## src/rtl/tlp_tx_arbiter.sv

```systemverilog
// tlp_tx_arbiter: shares the PCIe TX stream between the tunnelled-TLP
// FIFO (A) and the local requester FIFO (B), one whole TLP at a time.
module tlp_tx_arbiter #(
    parameter logic       PRIO_A    = 1'b0,
    parameter logic [9:0] MAX_WORDS = 10'd514
) (
    input  logic        clk,
    input  logic        sys_rst,
    input  logic [71:0] a_dout,
    input  logic        a_empty,
    output logic        a_rd_en,
    input  logic [71:0] b_dout,
    input  logic        b_empty,
    output logic        b_rd_en,
    output logic [63:0] s_axis_tx_tdata,
    output logic [7:0]  s_axis_tx_tkeep,
    output logic        s_axis_tx_tlast,
    output logic        s_axis_tx_tvalid,
    input  logic        s_axis_tx_tready,
    output logic [15:0] tlp_count_a,
    output logic [15:0] tlp_count_b,
    output logic [15:0] gap_drop_count,
    output logic        err_overlen,
    output logic        busy
);

    typedef enum logic [1:0] {
        IDLE  = 2'd0,
        GNT_A = 2'd1,
        GNT_B = 2'd2
    } state_t;

    state_t      state_q;
    logic        rr_last_q;
    logic [9:0]  wcnt_q;
    logic [9:0]  wcnt_d;
    logic [63:0] tdata_q;
    logic [7:0]  tkeep_q;
    logic        tlast_q;
    logic        tvalid_q;
    logic [15:0] cnt_a_q;
    logic [15:0] cnt_b_q;
    logic [15:0] gap_q;
    logic [15:0] gap_d;
    logic        err_q;

    logic        out_free;
    logic        rdy_a;
    logic        rdy_b;
    logic        grant_a;
    logic        grant_b;
    logic [71:0] sel_dout;
    logic        load;
    logic        drop_a;
    logic        drop_b;
    logic        overlen;
    logic        unused_sel;

    assign out_free = !tvalid_q | s_axis_tx_tready;
    assign rdy_a    = !a_empty & a_dout[64];
    assign rdy_b    = !b_empty & b_dout[64];

    // rr_last_q set means B went last, so A wins the next tie
    assign grant_a = rdy_a & (!rdy_b | PRIO_A | rr_last_q);
    assign grant_b = rdy_b & !grant_a;

    // FIFO pops: gap words drain freely, data words wait for the output slot
    always_comb begin
        a_rd_en = 1'b0;
        b_rd_en = 1'b0;
        case (state_q)
            IDLE: begin
                a_rd_en = !a_empty & !a_dout[64];
                b_rd_en = !b_empty & !b_dout[64];
            end
            GNT_A: a_rd_en = !a_empty & (a_dout[64] ? out_free : 1'b1);
            GNT_B: b_rd_en = !b_empty & (b_dout[64] ? out_free : 1'b1);
            default: ;
        endcase
    end

    assign sel_dout = (state_q == GNT_B) ? b_dout : a_dout;
    assign load = ((state_q == GNT_A) & a_rd_en & a_dout[64])
                | ((state_q == GNT_B) & b_rd_en & b_dout[64]);
    assign drop_a = a_rd_en & !a_dout[64];
    assign drop_b = b_rd_en & !b_dout[64];
    assign gap_d  = gap_q + {15'd0, drop_a} + {15'd0, drop_b};

    // Word count saturates so a runaway TLP cannot wrap it back under the limit
    assign wcnt_d  = (wcnt_q == MAX_WORDS) ? wcnt_q : wcnt_q + 10'd1;
    assign overlen = load & !sel_dout[65]
                   & (({1'b0, wcnt_q} + 11'd1) >= {1'b0, MAX_WORDS});

    assign unused_sel = ^{sel_dout[71:68], sel_dout[64]};

    // Grant FSM with per-source TLP counters, word count and length error
    always_ff @(posedge clk or posedge sys_rst) begin
        if (sys_rst) begin
            state_q   <= IDLE;
            rr_last_q <= 1'b1;
            wcnt_q    <= 10'd0;
            cnt_a_q   <= 16'd0;
            cnt_b_q   <= 16'd0;
            err_q     <= 1'b0;
        end else begin
            case (state_q)
                IDLE: begin
                    if (grant_a) begin
                        state_q <= GNT_A;
                    end else if (grant_b) begin
                        state_q <= GNT_B;
                    end
                end
                GNT_A, GNT_B: begin
                    if (load) begin
                        if (sel_dout[65]) begin
                            state_q   <= IDLE;
                            rr_last_q <= (state_q == GNT_B);
                            wcnt_q    <= 10'd0;
                            if (state_q == GNT_A) begin
                                cnt_a_q <= cnt_a_q + 16'd1;
                            end else begin
                                cnt_b_q <= cnt_b_q + 16'd1;
                            end
                        end else begin
                            wcnt_q <= wcnt_d;
                            if (overlen) begin
                                err_q <= 1'b1;
                            end
                        end
                    end
                end
                default: state_q <= IDLE;
            endcase
        end
    end

    // Output register: load on a data pop, otherwise retire on tready
    always_ff @(posedge clk or posedge sys_rst) begin
        if (sys_rst) begin
            tdata_q  <= 64'd0;
            tkeep_q  <= 8'd0;
            tlast_q  <= 1'b0;
            tvalid_q <= 1'b0;
        end else if (load) begin
            tdata_q  <= sel_dout[63:0];
            tkeep_q  <= {{4{sel_dout[67]}}, {4{sel_dout[66]}}};
            tlast_q  <= sel_dout[65];
            tvalid_q <= 1'b1;
        end else if (s_axis_tx_tready) begin
            tvalid_q <= 1'b0;
        end
    end

    // Gap-word drop counter, both sources may drop in one cycle
    always_ff @(posedge clk or posedge sys_rst) begin
        if (sys_rst) begin
            gap_q <= 16'd0;
        end else begin
            gap_q <= gap_d;
        end
    end

    assign s_axis_tx_tdata  = tdata_q;
    assign s_axis_tx_tkeep  = tkeep_q;
    assign s_axis_tx_tlast  = tlast_q;
    assign s_axis_tx_tvalid = tvalid_q;
    assign tlp_count_a      = cnt_a_q;
    assign tlp_count_b      = cnt_b_q;
    assign gap_drop_count   = gap_q;
    assign err_overlen      = err_q;
    assign busy             = (state_q != IDLE);

endmodule

```

## config.mk

```make
export PLATFORM = sky130hd
export DESIGN_NAME = tlp_tx_arbiter
export DESIGN_NICKNAME = d
export VERILOG_FILES = /design/src/rtl/tlp_tx_arbiter.sv
export SDC_FILE = /design/constraint.sdc
export NUM_CORES = 1
export LEC_CHECK = 0
export ABC_AREA = 1
export CAP_MARGIN = 20
export CORE_ASPECT_RATIO = 1.25
export CORE_MARGIN = 2
export CORE_UTILIZATION = 40
export DETAILED_ROUTE_END_ITERATION = 10
export PLACE_DENSITY = 0.82
export SLEW_MARGIN = 20
export SYNTH_ARGS = -nofsm -noshare
export SYNTH_HDL_FRONTEND = slang
export SYNTH_SLANG_ARGS = --single-unit
```

## constraint.sdc

```tcl
create_clock -name clk -period 6.1 [get_ports clk]
set_clock_uncertainty 0.15 [all_clocks]
set_input_delay 0.915 -clock clk [delete_from_list [all_inputs] [get_ports clk]]
set_output_delay 0.915 -clock clk [all_outputs]
set_load 0.03 [all_outputs]
```

==> impl_metrics.toml <==
[floorplan]
start_util_pct = 40.5
die_w_microns = 118
ios = 275
die_area_sq_um = 17300
die_h_microns = 147
row_count = 52
fp.coreArea_sq_um = 16100

[clocking]
cts-root-buf = "clkbuf_16"
clkTransAtPathRegs_ns = 0.06
htreeDepth = 4
clockBufferDepth = 2
cts_buffers = 17
clock_latency_ns = 0.42
post_cts_resized = 0
post_cts_buffers = 0
cts_tree = "built"
holdBufCountCts = 0
cts_num_sinks = 130

[timing]
max_freq_mhz = 283
rsz0062_at_grt = "false"
fin_crit_sh_pct = 57.8
setup_tns_ns = 0
finalHoldViolCount = 0
period_needed_ns = 3.53
relSlewSlack_pct = 40.4
tightest_slew_ns = 0.894
setup_viol = 0
drv_slew = 0

[synthesis]
syn_nets = 964
syn-cell-area_sq_um = 6510
syn_avg_cell_area_sq_um = 8.10
synth_commonest_cells = "nand2_1 (258), dfrtp_1 (129), nor2_1 (106), a31oi_1 (69), inv_1 (62)"
synthDistinctLibCells = 31
yosysTopAreaCellShare_pct = 49.6
synth-seq-cells = 130
synth_ff_type = "dfrtp_1"
ys.warnings.count = 0
yosysMostFrequentCell = "nand2_1"
syn_inst = 804
yosysTopAreaCell = "dfrtp_1"
synth-edff-count = 0
yosys-top-cells-area = "dfrtp_1 (50%), nand2_1 (15%), a31oi_1 (6.6%), nor2_1 (6.1%), xor2_1 (4.0%)"
synth-async-reset-ratio_pct = 100
yosysSeqAreaShare_pct = 50.0

[worst_setup_path]
cp_cell_sequence = "clkdlybuf4s50_1 > inv_1 > nand2_1 > nand2_1 > a21boi_0 > clkdlybuf4s50_1"
startpoint_type = "primary input"
cp_slowest_stage_delay_ns = 0.71
r2r-start = "state_q[0]"
required_ns = 5.03
reg2reg_depth = 11
slowest_stage = "clkdlybuf4s50_1"
cp_max_fo = 3
critPathBufInv = 3
rr_endpoint = "wcnt_q[5]"
cp-end-kind = "output pin"
worstSetupPathType = "in2out"
reg2reg_slack_ns = 2.97
crit_arrival_ns = 2.46
cp_top_family = "buffers and inverters"

[global_route]
antenna_found_initial = 0
gr-total-overflow = 0
grt_max_degree = 93
grtUsageTotal_pct = 22.4
grt_pass1_wl_microns = 31200
grt_pass1_vias = 6379

[drt]
routed_wl_microns = 18800
wire_per_inst_microns = 14.7
route.detailed.drc = 0
num_vias = 6290
viasPerCell = 4.90
drtPass1Iterations = 5
drt.antenna.violating_nets = 0
drtIter0Drc = 433

[min_path]
hold_end = "err_overlen"
hold_depth = 2
min_from = "err_overlen"
hp-class = "reg2reg"

[status]
status = "completed"

[place]
dp.cells = 1251
place_hpwl_microns = 13200
io_buffers = 266
gp_congestion = 0.872

[pwr]
p_int_w = 0.00269
pwr-share-comb_pct = 48.2
p_switching_w = 0.00197
seqPwrFrac_pct = 29.3
ir_drop_mv = 0.317
powerDensity_nw_per_um2 = 472
clockPowerShare_pct = 22.5
leakagePower_nw = 4.45
switching_share_pct = 42.3

[layout]
syn2layout_area_growth_pct = 51.9
fillers = 1366
final_cells = 1283
nNetsFinal = 1214
drive_above_1_share_pct = 4.97
diodes = 0

[run]
drv_cap = 0
==> cell families after synthesis <==
logic type	share of synthesized area, %
adders and majority gates	2.23
xor gates and xnor gates	5.25
AOI/OAI and AO/OA	8.86
buffers and inverters	6.94
and+or+nand+nor	26.7
DFF	50.0
==> layout by cell type, fill, tap and decap left out, types with 2 or more instances in the layout <==
| cell | instances |
|---|---|
| clkdlybuf4s50_1 | 266 |
| nand2_1 | 257 |
| dfrtp_1 | 129 |
| nor2_1 | 106 |
| a31oi_1 | 69 |
| inv_1 | 61 |
| xor2_1 | 30 |
| nand3_1 | 24 |
| clkbuf_16 | 17 |
| o21ai_0 | 16 |
| nand4_1 | 15 |
| nor3_1 | 11 |
| xnor2_1 | 9 |
| ha_1 | 9 |
| nor2_2 | 6 |
| a21oi_1 | 5 |
| clkinvlp_4 | 5 |
| buf_4 | 4 |
| bufinv_16 | 3 |
| inv_2 | 2 |
| nand3b_1 | 2 |
| inv_6 | 2 |
| clkbuf_8 | 2 |
| clkinv_2 | 2 |
==> area by class of cell <==
class,count,area (sq um),area share (%)
Clock buffer,20,457,4.62
Clock inverter,12,155,1.57
Inverter,64,245,2.48
Multi-Input combinational cell,571,2810,28.4
Sequential cell,130,3250,32.9
Tap cell,216,270,2.73
Timing Repair Buffer,270,2690,27.2
==> worst min-delay path, stage by stage (launching register included) <==
cell,delay (ns)
dfrtp_1,0.34
inv_1,0.04
nand2_1,0.05
==> per-stage QoR <==
step	hold slack [ns]	setup WS, ns	util (%)	total power [W]	area, sq um
after CTS	0.321	2.56	61.5	0.00470	9890
after detailed placement	0.306	2.43	57.7	0.00364	9280
after floorplan	0.315	1.57	-	0.00271	6510
after global routing	0.343	2.48	61.5	0.00494	9890
after global placement	0.297	2.48	57.7	0.00358	9280
final	0.314	2.57	61.5	0.00467	9890
==> routing by layer <==
metal  track usage, %  vias up  wire length, microns
met5                0        -                     0
met4             7.11        0                   267
met3             6.29       27                  1120
met2             39.3      228                  9750
met1             26.5     2958                  7690
li1                 -     3077                     -
==> power by group through the flow <==
stage	registers, W	logic [W]	clock network, W
finish	0.00137	0.00225	0.00105
global route	0.00141	0.00242	0.00111
global placement	0.00136	0.00222	0
detailed placement	0.00138	0.00226	0
floorplan	0.00190	0.000814	0
CTS	0.00137	0.00227	0.00107
==> state kept, by name, summed over array words and instances, names as in the netlist <==
signal and cells:
s_axis_tx_tkeep 2, state_q 2, err_overlen 1, tlp_count_a 16
s_axis_tx_tvalid 1, s_axis_tx_tdata 64, rr_last_q 1, gap_drop_count 16
tlp_count_b 16, wcnt_q 10, s_axis_tx_tlast 1
==> worst max-delay path by stage <==
| stage | startpoint | endpoint | slack (ns) | cells past startpoint |
|---|---|---|---|---|
| floorplan | sys_rst | err_overlen | 1.57 | 1 |
| global route | a_empty | a_rd_en | 2.48 | 4 |
| CTS | s_axis_tx_tready | a_rd_en | 2.56 | 6 |
| finish | s_axis_tx_tready | a_rd_en | 2.57 | 6 |
| detailed placement | b_empty | gap_drop_count[12] | 2.43 | 13 |
| global placement | b_empty | gap_drop_count[12] | 2.48 | 13 |
No activity file was read; power rests on OpenSTA's default activity.
